`src/rtl/fp_pkg.sv`:
```
// Shared definitions for the pipelined float adder: default format, class encoding
// and a width-generic helper that packs {sign, exponent, fraction} into a word.
package fp_pkg;

  localparam int FP_EXP_W = 8;
  localparam int FP_MAN_W = 23;
  localparam int FP_W     = 1 + FP_EXP_W + FP_MAN_W;
  localparam int FP_MAX_W = 64;

  localparam logic [FP_EXP_W-1:0] FP_EXP_ONES  = '1;
  localparam logic [FP_W-1:0]     FP_CANON_NAN = {1'b0, FP_EXP_ONES, 1'b1, {(FP_MAN_W-1){1'b0}}};

  typedef enum logic [1:0] {
    CLS_ZERO = 2'd0,
    CLS_NORM = 2'd1,
    CLS_INF  = 2'd2,
    CLS_NAN  = 2'd3
  } fp_class_e;

  // Fields wider than their format are masked, so callers may pass zero-extended values.
  function automatic logic [FP_MAX_W-1:0] fp_pack(
    input logic                sign,
    input logic [FP_MAX_W-1:0] exp,
    input logic [FP_MAX_W-1:0] frac,
    input int                  exp_w,
    input int                  man_w
  );
    logic [FP_MAX_W-1:0] mask_e;
    logic [FP_MAX_W-1:0] mask_m;
    mask_e = ~({FP_MAX_W{1'b1}} << exp_w);
    mask_m = ~({FP_MAX_W{1'b1}} << man_w);
    return ({{(FP_MAX_W-1){1'b0}}, sign} << (exp_w + man_w))
         | ((exp & mask_e) << man_w)
         | (frac & mask_m);
  endfunction

endpackage

```
`src/rtl/fp_add_pipe_lzc.sv`:
```
// Leading-zero counter used by the normaliser; an all-zero input returns N.
module fp_lzc #(
  parameter int N = 27
) (
  input  logic [N-1:0]             i_data,
  output logic [$clog2(N+1)-1:0]   o_count
);

  localparam int CW = $clog2(N+1);

  // Scanning upward lets the highest set bit win.
  always_comb begin
    o_count = CW'(N);
    for (int i = 0; i < N; i++) begin
      if (i_data[i]) o_count = CW'(N - 1 - i);
    end
  end

endmodule

```
`src/rtl/fp_add_pipe.sv`:
```
// Pipelined float adder/subtractor: input capture, align, add, normalise/round.
// Valid/ready: a transfer happens on valid&&ready at the rising edge; one global stall.
module fp_add_pipe
  import fp_pkg::*;
#(
  parameter int EXP_W = FP_EXP_W,
  parameter int MAN_W = FP_MAN_W
) (
  input  logic                       clk,
  input  logic                       rst,
  input  logic                       in_valid,
  output logic                       in_ready,
  input  logic [EXP_W+MAN_W:0]       A,
  input  logic [EXP_W+MAN_W:0]       B,
  input  logic                       Sub,
  output logic                       out_valid,
  input  logic                       out_ready,
  output logic [EXP_W+MAN_W:0]       Sum,
  output logic                       Overflow,
  output logic                       Zero,
  output logic                       Inexact,
  output logic                       Invalid
);

  localparam int W   = 1 + EXP_W + MAN_W;
  localparam int EW  = EXP_W + 2;
  localparam int MW  = MAN_W + 4;
  localparam int LZW = $clog2(MW + 1);

  localparam logic [EXP_W-1:0]     EXP_ONES  = '1;
  localparam logic signed [EW-1:0] EXP_MAX   = {2'b00, EXP_ONES};
  localparam logic signed [EW-1:0] EXP_ZERO  = '0;
  localparam logic [W-1:0]         CANON_NAN = W'(fp_pack(1'b0, FP_MAX_W'(EXP_ONES),
                                                         FP_MAX_W'(1) << (MAN_W - 1), EXP_W, MAN_W));
  localparam logic [W-1:0]         INF_POS   = W'(fp_pack(1'b0, FP_MAX_W'(EXP_ONES),
                                                         '0, EXP_W, MAN_W));

  function automatic fp_class_e classify(input logic [EXP_W-1:0] e, input logic [MAN_W-1:0] f);
    if (e == '0)            return CLS_ZERO;
    else if (e != EXP_ONES) return CLS_NORM;
    else if (f == '0)       return CLS_INF;
    else                    return CLS_NAN;
  endfunction

  logic w_adv;
  logic r_out_valid;

  assign w_adv    = !(r_out_valid && !out_ready);
  assign in_ready = w_adv;

  // ---------------- input capture ----------------
  logic         r0_valid;
  logic [W-1:0] r0_a, r0_b;
  logic         r0_sub;

  // ---------------- stage 1: classify and align ----------------
  logic                   w_sa, w_sb;
  logic [EXP_W-1:0]       w_ea, w_eb;
  logic [MAN_W-1:0]       w_fa, w_fb;
  fp_class_e              w_cls_a, w_cls_b;
  logic [EXP_W+MAN_W-1:0] w_mag_a, w_mag_b;
  logic [MAN_W:0]         w_sig_a, w_sig_b, w_sig_l, w_sig_s;
  logic                   w_a_big, w_sign_l;
  logic [EXP_W-1:0]       w_exp_l, w_exp_s, w_shift;
  logic [MW-1:0]          w_ext_s, w_lost_mask, w_align_s;
  logic                   w_inf_a, w_inf_b, w_spec_inv, w_spec;
  logic [W-1:0]           w_spec_word;

  assign w_sa    = r0_a[W-1];
  assign w_sb    = r0_b[W-1] ^ r0_sub;
  assign w_ea    = r0_a[W-2 -: EXP_W];
  assign w_eb    = r0_b[W-2 -: EXP_W];
  assign w_fa    = r0_a[MAN_W-1:0];
  assign w_fb    = r0_b[MAN_W-1:0];
  assign w_cls_a = classify(w_ea, w_fa);
  assign w_cls_b = classify(w_eb, w_fb);

  // Denormals are flushed, so their fraction must not influence the magnitude compare.
  assign w_mag_a = {w_ea, (w_cls_a == CLS_ZERO) ? {MAN_W{1'b0}} : w_fa};
  assign w_mag_b = {w_eb, (w_cls_b == CLS_ZERO) ? {MAN_W{1'b0}} : w_fb};
  assign w_sig_a = (w_cls_a == CLS_ZERO) ? '0 : {1'b1, w_fa};
  assign w_sig_b = (w_cls_b == CLS_ZERO) ? '0 : {1'b1, w_fb};

  assign w_a_big  = (w_mag_a >= w_mag_b);
  assign w_sign_l = w_a_big ? w_sa : w_sb;
  assign w_exp_l  = w_a_big ? w_ea : w_eb;
  assign w_exp_s  = w_a_big ? w_eb : w_ea;
  assign w_sig_l  = w_a_big ? w_sig_a : w_sig_b;
  assign w_sig_s  = w_a_big ? w_sig_b : w_sig_a;
  assign w_shift  = w_exp_l - w_exp_s;

  // Oversized shifts leave only the sticky bit, which collects everything shifted out.
  assign w_ext_s     = {w_sig_s, 3'b000};
  assign w_lost_mask = ~({MW{1'b1}} << w_shift);
  assign w_align_s   = (w_ext_s >> w_shift) | {{(MW-1){1'b0}}, |(w_ext_s & w_lost_mask)};

  assign w_inf_a     = (w_cls_a == CLS_INF);
  assign w_inf_b     = (w_cls_b == CLS_INF);
  assign w_spec_inv  = (w_cls_a == CLS_NAN) || (w_cls_b == CLS_NAN)
                    || (w_inf_a && w_inf_b && (w_sa != w_sb));
  assign w_spec      = w_spec_inv || w_inf_a || w_inf_b;
  assign w_spec_word = w_spec_inv ? CANON_NAN : {(w_inf_a ? w_sa : w_sb), INF_POS[W-2:0]};

  logic                  r1_valid, r1_sign, r1_eff_sub, r1_spec, r1_spec_inv;
  logic signed [EW-1:0]  r1_exp;
  logic [MW-1:0]         r1_man_l, r1_man_s;
  logic [W-1:0]          r1_spec_word;

  // ---------------- stage 2: add / subtract magnitudes ----------------
  logic [MW:0] w_sum;

  assign w_sum = r1_eff_sub ? ({1'b0, r1_man_l} - {1'b0, r1_man_s})
                            : ({1'b0, r1_man_l} + {1'b0, r1_man_s});

  logic                  r2_valid, r2_sign, r2_eff_sub, r2_spec, r2_spec_inv;
  logic signed [EW-1:0]  r2_exp;
  logic [MW:0]           r2_sum;
  logic [W-1:0]          r2_spec_word;

  // ---------------- stage 3: normalise and round ----------------
  logic [LZW-1:0]        w_lz;
  logic                  w_carry, w_sum_zero;
  logic [MW-1:0]         w_norm;
  logic signed [EW-1:0]  w_exp_n, w_exp_f;
  logic                  w_rnd_up, w_rnd_inx, w_rcarry;
  logic [MAN_W+1:0]      w_mant_r;
  logic [MAN_W-1:0]      w_frac_f;
  logic [W-1:0]          w_res;
  logic                  w_ovf, w_zero, w_inx, w_inv;

  fp_lzc #(.N(MW)) u_lzc (
    .i_data  (r2_sum[MW-1:0]),
    .o_count (w_lz)
  );

  assign w_carry    = r2_sum[MW];
  assign w_sum_zero = (r2_sum == '0);
  assign w_norm     = w_carry ? {r2_sum[MW:2], r2_sum[1] | r2_sum[0]}
                              : (r2_sum[MW-1:0] << w_lz);
  assign w_exp_n    = w_carry ? (r2_exp + EW'(1)) : (r2_exp - EW'(w_lz));

  // Layout of w_norm: hidden, fraction, guard, round, sticky.
  assign w_rnd_inx = w_norm[2] | w_norm[1] | w_norm[0];
  assign w_rnd_up  = w_norm[2] & (w_norm[1] | w_norm[0] | w_norm[3]);
  assign w_mant_r  = {1'b0, w_norm[MW-1:3]} + (MAN_W+2)'(w_rnd_up);
  assign w_rcarry  = w_mant_r[MAN_W+1];
  assign w_frac_f  = w_rcarry ? w_mant_r[MAN_W:1] : w_mant_r[MAN_W-1:0];
  assign w_exp_f   = w_exp_n + EW'(w_rcarry);

  always_comb begin
    w_res  = '0;
    w_ovf  = 1'b0;
    w_zero = 1'b0;
    w_inx  = 1'b0;
    w_inv  = 1'b0;
    if (r2_spec) begin
      w_res = r2_spec_word;
      w_inv = r2_spec_inv;
    end else if (w_sum_zero) begin
      // Only (-0)+(-0) keeps a negative zero; any cancellation is +0.
      w_res  = {(r2_eff_sub ? 1'b0 : r2_sign), {(W-1){1'b0}}};
      w_zero = 1'b1;
    end else if (w_exp_f >= EXP_MAX) begin
      w_res = {r2_sign, INF_POS[W-2:0]};
      w_ovf = 1'b1;
      w_inx = 1'b1;
    end else if (w_exp_f <= EXP_ZERO) begin
      w_zero = 1'b1;
      w_inx  = 1'b1;
    end else begin
      w_res = W'(fp_pack(r2_sign, FP_MAX_W'(w_exp_f[EXP_W-1:0]), FP_MAX_W'(w_frac_f), EXP_W, MAN_W));
      w_inx = w_rnd_inx;
    end
  end

  // ---------------- registers ----------------
  logic [W-1:0] r_sum;
  logic         r_ovf, r_zero, r_inx, r_inv;

  always_ff @(posedge clk or posedge rst) begin
    if (rst) begin
      r0_valid    <= 1'b0;
      r1_valid    <= 1'b0;
      r2_valid    <= 1'b0;
      r_out_valid <= 1'b0;
      r_sum       <= '0;
      r_ovf       <= 1'b0;
      r_zero      <= 1'b0;
      r_inx       <= 1'b0;
      r_inv       <= 1'b0;
    end else if (w_adv) begin
      r0_valid    <= in_valid;
      r1_valid    <= r0_valid;
      r2_valid    <= r1_valid;
      r_out_valid <= r2_valid;
      if (r2_valid) begin
        r_sum  <= w_res;
        r_ovf  <= w_ovf;
        r_zero <= w_zero;
        r_inx  <= w_inx;
        r_inv  <= w_inv;
      end
    end
  end

  // Datapath registers carry no reset; their valid bits qualify them.
  always_ff @(posedge clk) begin
    if (w_adv) begin
      if (in_valid) begin
        r0_a   <= A;
        r0_b   <= B;
        r0_sub <= Sub;
      end
      r1_sign      <= w_sign_l;
      r1_eff_sub   <= (w_sa != w_sb);
      r1_exp       <= {2'b00, w_exp_l};
      r1_man_l     <= {w_sig_l, 3'b000};
      r1_man_s     <= w_align_s;
      r1_spec      <= w_spec;
      r1_spec_inv  <= w_spec_inv;
      r1_spec_word <= w_spec_word;
      r2_sign      <= r1_sign;
      r2_eff_sub   <= r1_eff_sub;
      r2_exp       <= r1_exp;
      r2_sum       <= w_sum;
      r2_spec      <= r1_spec;
      r2_spec_inv  <= r1_spec_inv;
      r2_spec_word <= r1_spec_word;
    end
  end

  assign out_valid = r_out_valid;
  assign Sum       = r_sum;
  assign Overflow  = r_ovf;
  assign Zero      = r_zero;
  assign Inexact   = r_inx;
  assign Invalid   = r_inv;

endmodule

```
`config.mk`:
```
export PLATFORM = sky130hd
export DESIGN_NAME = fp_add_pipe
export DESIGN_NICKNAME = d
export VERILOG_FILES = /design/src/rtl/fp_pkg.sv /design/src/rtl/fp_add_pipe_lzc.sv /design/src/rtl/fp_add_pipe.sv
export SDC_FILE = /design/constraint.sdc
export NUM_CORES = 1
export LEC_CHECK = 0
export ABC_AREA = 1
export BUFFER_PORTS_ARGS = -buffer_cell sky130_fd_sc_hd__buf_2
export CORE_MARGIN = 5
export CORE_UTILIZATION = 35
export DETAILED_ROUTE_END_ITERATION = 10
export GPL_TIMING_DRIVEN = 0
export PLACE_DENSITY_LB_ADDON = 0.25
export RECOVER_POWER = 50
export SYNTH_ARGS = -nofsm -noshare
export SYNTH_HDL_FRONTEND = slang
export SYNTH_SLANG_ARGS = --single-unit
```
`constraint.sdc`:
```
create_clock -name clk -period 10.8 [get_ports clk]
set_input_delay 1.08 -clock clk [delete_from_list [all_inputs] [get_ports clk]]
set_output_delay 1.08 -clock clk [all_outputs]
set_load 0.1 [all_outputs]
```
==> impl_results.md <==
* Setup ws final at about 3.4 ns
* Place WS at 3.50 ns
* Hold buffers post-CTS at 0
* FF-to-FF path depth at 33
* Slew headroom at -1.19
* CTS buffer count at 25
* Die Ht at approximately 220 um
* Wire length per cell at 18.9 um
* Critical path capture point type: flop
* Clk pin slew, worst setup/hold paths at roughly 0.060 ns
* Largest net degree at the start of global routing at 62
* Final core occ at 0.400
* EDFF count, synth at 170
* Min Tclk post-route at 7.41 ns
* Via count at ~15000
* Flop2flop setup slack at about 3.4 ns
* Buf+Inv Stages, Crit Path at 5
* HPWL Detailed at 44400 um
* Initial DRT Pass Iterations at 6
* Layout cells sized above 1 at 0.0929
* Post-CTS Resized at 0
* Die area at approximately 50000 um^2
* Max stage delay on crit path at 0.56 ns
* Seq cells post-synth at 210
* Yosys warning count at 0
* H-tree depth at 1
* Slew of the pin with the lowest slew margin at about 3.3 ns
* Worst hold stages at 0
* Nature of the critical path startpoint: flop
* Hold WC Path Type: reg2reg
* Power Total at 6.40 mW
* Post-synth ARST share at 0.190
* Total inserted antenna cells at 0
* Worst Hold End: r2_spec_word[22]
* Crit path max fanout at 10
* Nets at approximately 2400
* Setup_tns at 0 ns
* Final Wtd Congestion at about 1.0
* Die width at 223 um
* Net count after synthesis at around 2300
* Initial antenna violation count at 0
* Peak VDD IR at around 220 uV
* Slew Viols, Final at approximately 160
* RR Startpoint: r0_a[24]
* Core ar. at between 40000 and 50000 um^2
* Row count at 78
* Global-route wire length before repair at about 85000 um
* CP delay by family, top: simple AND/OR/NAND/NOR gates
* Clock Tree Buf Depth at 3
* Sequential element share of the synthesized area at 0.384
* Setup CP Type: reg2reg
* Starting DRC count in detailed routing at about 1200
* Hold Startpoint: r1_spec_word[22]
* Post-Route Skew at around 0.034 ns
* Fin Hold WS at 0.421 ns
* Pwr dens at 355 nW/um^2
* Fin crit share at 0.686
* Mapped cell area at roughly 16000 um^2
* Top_reg_cell synth: edfxtp_1
* # port buffers at roughly 110
* Status: complete, but fails checks
* Antenna Nets Post-Route at 0
* Clock sink count at 210
* Hold Fails Final Rpt at 0
* Clk_lat worst skew at between 0.5 and 0.6 ns
* CTS tree: yes
* RSZ-0062 raised after global routing: no
* R2R Path End: r1_man_s[0]
* Initial Util at 0.352
* Max frequency at between 100 and 150 MHz
* Clk Tree Root Cell: clkbuf_16
* Number of max-cap violations at 3
* Layout area overhead at 13.4%
* Syn avg cell area at around 7.4 um^2
* Cells after Synth at 2149
* Worst path slowest cell: or4_1
* Critical path required time at around 11 ns
* Routed Wire Length at around 55000 um
* Unique cell type count in the Yosys netlist at 52
* Via/cell ratio at between 5 and 6
* Post-CTS Setup Bufs at 0
* Final-layout fill cell count at between 4000 and 5000
* Leakage at about 8.2 nW
* CP dominant cell by count: nand2_1
* Critical Path AT at 7.68 ns
* Global Route Usage Sum at 0.214
* Endpoints failing setup at 0
* Total gr overflow at 0
* Violated checks: capacitance limit, slew limit
* Number of global-route vias before repair at ~15000
* DR DRC count at 0
* IO Pins at between 100 and 150
synth_stat cells (all sizes together), types with 2 or more instances:
cell type / n / area, um^2
o21bai: 7 / 52.6
a21oi: 97 / 485
o41ai: 2 / 17.5
clkinv: 2 / 12.5
xnor2: 15 / 131
edfxtp: 170 / 5100
a211oi: 11 / 82.6
o22ai: 26 / 163
nor4: 16 / 100
or2: 3 / 18.8
nor3: 20 / 100
nor2: 169 / 659
fa: 2 / 40.0
o21a: 8 / 60.1
o311ai: 2 / 17.5
buf: 29 / 183
nand3: 363 / 1860
o211ai: 7 / 52.6
o21ai: 134 / 686
clkbuf: 51 / 191
a22oi: 2 / 15.0
o31ai: 7 / 52.6
nand4: 30 / 194
a21boi: 3 / 22.5
nand2: 545 / 2090
ha: 90 / 1130
a31oi: 8 / 50.1
dfrtp: 40 / 1000
xor2: 39 / 342
inv: 244 / 916
kinds of logic (layout without fill, tap and decap cells):
family | after synthesis | after routing | synth area share
compound gates | 316 | 316 | 0.112
xor+xnor | 54 | 54 | 0.0298
flops | 210 | 210 | 0.384
simple gates | 1149 | 1149 | 0.318
mux | 1 | 1 | 0.000630
fa+ha+maj | 92 | 92 | 0.0734
buf+inv | 327 | 481 | 0.0826
routing by layer:
layer | share of wire | up-vias | track usage
li1 | - | 7587 | -
met1 | 0.40 | 7116 | 0.263
met2 | 0.48 | 583 | 0.370
met3 | 0.060 | 149 | 0.0264
met4 | 0.061 | 0 | 0.110
met5 | 0 | - | 0
power breakdown:
part           switching [mW]  total (mW)  internal, mW  leakage (nW)
logic                    2.96        4.09          1.14          5.65
registers               0.217        1.48          1.26          2.20
clock network           0.338       0.832         0.494         0.393
total                    3.51        6.40          2.89          8.25
stage by stage:
step,area [um^2],instances
floorplan,15900,2149
detailed placement,17200,2857
global placement,17200,2855
global route,18000,2903
CTS,18000,2903
finish,18000,2903
sequential cells by signal, summed over array words and instances (netlist names), 2 cells and up:
register and cells:
Sum 32, r0_a 32, r0_b 32, r2_sum 28, r1_man_s 27, r1_man_l 24
r1_exp 8, r2_exp 8, r1_spec_word 2, r2_spec_word 2
layout make-up:
type                    count  area [um^2]  area share
plain buffers              81          383      0.0212
repair buffers            108          554      0.0308
flip-flops and latches    210         6110       0.339
clock inverters            12          108     0.00597
inverters                 246          930      0.0516
clock buffers              34          721      0.0400
well taps                 600          751      0.0417
multi-input cells        1612         8470       0.470
layout by cell type, fill, tap and decap left out, types with 40 or more instances in the layout:
cell type / instances
ha_1: 90
nand3_1: 355
edfxtp_1: 170
clkbuf_1: 56
buf_2: 116
nor2_1: 163
a21oi_1: 97
o21ai_0: 124
inv_1: 232
dfrtp_1: 40
nand2_1: 533
worst max-delay path by stage:
stage	from	endpoint	slack, ns	cells past startpoint
CTS	r0_a[24]	r1_man_s[0]	3.48	33
global placement	r0_a[24]	r1_man_s[0]	3.37	33
finish	r0_a[24]	r1_man_s[0]	3.39	33
floorplan	out_ready	r0_a[0]	4.94	4
detailed placement	r0_a[24]	r1_man_s[0]	3.50	33
global route	r0_a[24]	r1_man_s[0]	2.88	33
(Power assumes the default switching activity.)
